### src/rtl/fpu_int2float.sv
// Multi-cycle 32-bit integer to IEEE754 single conversion (fcvt.s.w / fcvt.s.wu).
// Normalises one bit per cycle; valid pulses k+lz+3 after start (k+1 for zero); start ignored while busy.
module fpu_int2float #(
  parameter int Std = 31,
  parameter int Exp = 7,
  parameter int Man = 22
) (
  input  logic           clk,
  input  logic           rst_l,
  input  logic           start,
  input  logic           is_signed,
  input  logic [2:0]     frm,
  input  logic [31:0]    int_in,
  output logic           busy,
  output logic           valid,
  output logic [Std:0]   result,
  output logic           flag_nx
);

  localparam int GBit = 30 - Man - 1;

  typedef enum logic [1:0] {IDLE, NORM, ROUND, DONE} state_t;

  state_t         state_q, state_d;
  logic [31:0]    mag_q, mag_d;
  logic [Exp:0]   exp_q, exp_d;
  logic           sign_q, sign_d;
  logic [2:0]     frm_q, frm_d;
  logic [Std:0]   result_q, result_d;
  logic           nx_q, nx_d;

  logic           sign_in;
  logic [31:0]    mag_in;
  logic [Man:0]   mant;
  logic [Man:0]   mant_rnd;
  logic           carry;
  logic           guard;
  logic           sticky;
  logic           round_up;

  always_comb begin
    sign_in = is_signed & int_in[31];
    mag_in  = sign_in ? (-int_in) : int_in;

    mant   = mag_q[30 -: Man+1];
    guard  = mag_q[GBit];
    sticky = |mag_q[GBit-1:0];

    case (frm_q)
      3'd1:    round_up = 1'b0;
      3'd2:    round_up = sign_q & (guard | sticky);
      3'd3:    round_up = ~sign_q & (guard | sticky);
      3'd4:    round_up = guard;
      default: round_up = guard & (sticky | mant[0]);
    endcase

    // A carry out leaves mant_rnd at zero, which is exactly the renormalised mantissa.
    {carry, mant_rnd} = {1'b0, mant} + (Man+2)'(round_up);
  end

  always_comb begin
    state_d  = state_q;
    mag_d    = mag_q;
    exp_d    = exp_q;
    sign_d   = sign_q;
    frm_d    = frm_q;
    result_d = result_q;
    nx_d     = nx_q;

    case (state_q)
      IDLE: begin
        if (start) begin
          sign_d = sign_in;
          mag_d  = mag_in;
          exp_d  = (Exp+1)'(158);
          frm_d  = (frm > 3'd4) ? 3'd0 : frm;
          if (mag_in == 32'd0) begin
            state_d  = DONE;
            result_d = '0;
            nx_d     = 1'b0;
          end else begin
            state_d = NORM;
          end
        end
      end
      NORM: begin
        if (mag_q[31]) begin
          state_d = ROUND;
        end else begin
          mag_d = mag_q << 1;
          exp_d = exp_q - (Exp+1)'(1);
        end
      end
      ROUND: begin
        result_d = {sign_q, exp_q + (Exp+1)'(carry), mant_rnd};
        nx_d     = guard | sticky;
        state_d  = DONE;
      end
      DONE: begin
        state_d = IDLE;
      end
      default: begin
        state_d = IDLE;
      end
    endcase
  end

  always_ff @(posedge clk) begin
    if (!rst_l) begin
      state_q  <= IDLE;
      mag_q    <= '0;
      exp_q    <= '0;
      sign_q   <= 1'b0;
      frm_q    <= 3'd0;
      result_q <= '0;
      nx_q     <= 1'b0;
    end else begin
      state_q  <= state_d;
      mag_q    <= mag_d;
      exp_q    <= exp_d;
      sign_q   <= sign_d;
      frm_q    <= frm_d;
      result_q <= result_d;
      nx_q     <= nx_d;
    end
  end

  assign busy    = (state_q != IDLE);
  assign valid   = (state_q == DONE);
  assign result  = result_q;
  assign flag_nx = nx_q;

endmodule

### config.mk
export PLATFORM = sky130hd
export DESIGN_NAME = fpu_int2float
export DESIGN_NICKNAME = d
export VERILOG_FILES = /design/src/rtl/fpu_int2float.sv
export SDC_FILE = /design/constraint.sdc
export NUM_CORES = 1
export LEC_CHECK = 0
export CAP_MARGIN = 20
export CORE_MARGIN = 2
export CORE_UTILIZATION = 49
export CTS_BUF_LIST = sky130_fd_sc_hd__clkbuf_8
export DETAILED_ROUTE_END_ITERATION = 8
export GPL_ROUTABILITY_DRIVEN = 0
export PLACE_DENSITY = 0.75
export SETUP_SLACK_MARGIN = 0.1
export SLEW_MARGIN = 0
export SYNTH_ARGS = -nofsm -noshare
export SYNTH_HDL_FRONTEND = slang
export SYNTH_SLANG_ARGS = --single-unit
### constraint.sdc
create_clock -name clk -period 5.2 [get_ports clk]
set_clock_uncertainty 0.1 [all_clocks]
set_input_delay 1.04 -clock clk [delete_from_list [all_inputs] [get_ports clk]]
set_output_delay 1.04 -clock clk [all_outputs]
set_load 0.05 [all_outputs]
==> run metrics <==
R2R Path Start mag_q[4]; Async SR Flop Fraction 0%; CTS tree built; worst-path fanout max 33; layout cells sized above 1 5.99%; largest family of logic cells by synthesized area simple AND/OR/NAND/NOR gates; Avg Cell Area, Syn 7.77 sq um; Yosys warning count 0; # diodes 0; Vias 4957; Pwr Density 404 nW/um^2; commonest non-fill, non-tap cell in the layout nand2_1; largest net degree at the start of global routing 51; Worst Setup SP int_in[0]; Layout fillers 949; Synth Register Bits 79; mux share of post-synthesis cell area 7.43%; Layout area overhead 18.2%; CTS Hold Bufs 0; Detailed Routing Iterations Pass 1 5; Psw 0.00106 W; commonest cells after routing, fill and taps aside nand2_1 (110), dfxtp_1 (79), clkdlybuf4s50_1 (73); Most used DFF post-synth dfxtp_1; Synth Area in Adders 2.83%; TNS Setup 0 ns; Min-Delay Path Class reg -> reg; Total GRT Usage 22.8%; CP startpoint kind primary input; Post-synth EDFFs 0; Hold Fails Final Rpt 0; CTS Root Cell clkbuf_8; die area 11700 sq um; CP Class in -> reg; Critical Path RT 5.32 ns; drt first-iter violations 358; P_leak 2.37 nW; sequential cell area fraction in the yosys report 29.8%; min cycle time layout 4.58 ns; final-stage net count 780; dpl hpwl 9800 um; setup violators final 0; Simple-Gate Fraction of Synth Area 26.7%; clock slew at reported path FFs 0.08 ns; setup bufs post-CTS 0; max frequency 219 MHz; hold_sp result[9]; first-pass GRT wire length 21600 um; Crit. End Element flip-flop; initial antenna violation count 0; fin. max-slew vios 0; clock network fraction of total power 20.6%; Worst-Skew Late Latency 0.35 ns; part of the cycle the worst path needs 88.0%; total wire length 13000 um; worst vdd ir 0.000209 V; worst hold slack 0.360 ns; CTS Sinks 79; DRC Markers 0; worst slew pin tran 1.09 ns; Initial Utilization 50.9%; core area 10400 sq um; grt ovf 0; Via density 5.70; Wirelength per Cell 15.0 um; max capacitance violation total 0; I/O pins 74; Slew HR 27.2%; post-synthesis xor/xnor area fraction 10.6%; CTS max path bufs 2; H-tree depth 3; Distinct cells, synth 62; post-synthesis compound-gate area fraction 16.2%; syn_nets 734; Comb power frac 42.2%; DIE WIDTH 108 um; Crit path arrival time 4.70 ns; Pint 0.00147 W; IO buf count 73; status complete, no violations; Sw Share 41.8%; vias in the first global route 4442; RSZ-0062 raised after global routing no; Post-DRT Antenna Nets 0; CTS Buf Count 9; Cells after Synth 683; Flop pwr share 37.2%; Cell Area, Synth 5310 sq um; post-CTS sizing 0; chip height 108 um; row count 37
==> worst max-delay path, cell delays in order <==
cell             delay, ns
clkdlybuf4s50_1       0.47
inv_1                 0.11
ha_1                  0.22
or4b_2                0.65
or4_1                 0.55
mux2_2                0.25
a32oi_1               0.10
nor4_1                0.28
nand3_1               0.15
o41a_2                0.53
buf_12                0.21
mux2i_1               0.14
==> per-layer routing <==
layer  track usage, %  up-vias  wire [um]  share of wire [%]
li1                 -     2480          -                  -
met1             31.8     2265       6090                 47
met2             36.2      193       5800                 44
met3             3.25       19        911                7.0
met4             7.14        0        254                1.9
met5                0        -          0                  0
==> flip-flops by register name (all words and copies together), names as in the netlist <==
signal	flops
exp_q	8
flag_nx	1
frm_q	3
mag_q	32
result	32
sign_q	1
state_q	2
==> layout make-up <==
class / count / area, sq um / area share, %
Clock buffer: 11 / 151 / 2.41
Clock inverter: 5 / 81.3 / 1.30
Inverter: 23 / 86.3 / 1.38
Multi-Input combinational cell: 533 / 3380 / 53.9
Sequential cell: 79 / 1580 / 25.2
Tap cell: 136 / 170 / 2.71
Timing Repair Buffer: 83 / 818 / 13.1
==> cell usage after synthesis (4+ instances only) <==
library cell,number,area (sq um)
nand2_1,110,413
dfxtp_1,79,1580
nor2_1,68,255
xnor2_1,42,368
clkbuf_1,37,139
a21oi_1,36,180
mux2i_1,36,360
o21ai_0,33,165
inv_1,22,82.6
xor2_1,22,193
nand3_1,18,90.1
o211ai_1,17,128
nor3_1,14,70.1
ha_1,12,150
nand3b_1,12,90.1
and3_1,8,50.1
nor4_1,7,43.8
or3_1,7,43.8
a31oi_1,6,37.5
nand4_1,6,37.5
and2_1,5,31.3
o221ai_1,5,43.8
o31ai_1,5,37.5
or4_1,5,37.5
and4_1,4,35.0
buf_6,4,45.0
==> power by group through the flow <==
stage	clock network (W)	registers, W	logic, W
after floorplan	0	0.000882	0.000875
after global placement	0	0.000940	0.00104
after detailed placement	0	0.000950	0.00106
after CTS	0.000529	0.000937	0.00107
after global routing	0.000552	0.000970	0.00120
final	0.000520	0.000942	0.00107
==> worst paths after layout <==
check | endpoint | slack, ns | cells past startpoint
max reg2reg | result[30] | 1.83 | 18
min reg2reg | result[9] | 0.36 | 2
min | result[9] | 0.36 | 2
max | result[0] | 0.62 | 12
==> through the flow <==
stage	power, W	utilization (%)	instance area, sq um	instances	setup WS, ns
after floorplan	0.00176	-	5310	683	1.08
after global placement	0.00198	58.0	6040	854	0.384
after detailed placement	0.00201	58.0	6040	854	0.296
after CTS	0.00253	60.2	6270	870	0.653
after global routing	0.00272	60.2	6270	870	0.498
final	0.00253	60.2	6270	870	0.624
==> cells by family (layout without fill, tap and decap cells) <==
family,after synthesis,in the layout
mux,39,39
simple gates,287,287
xor+xnor,64,64
fa+ha+maj,12,12
buf+inv,71,122
compound gates,131,131
flops,79,79
No activity file was read; power rests on OpenSTA's default activity.
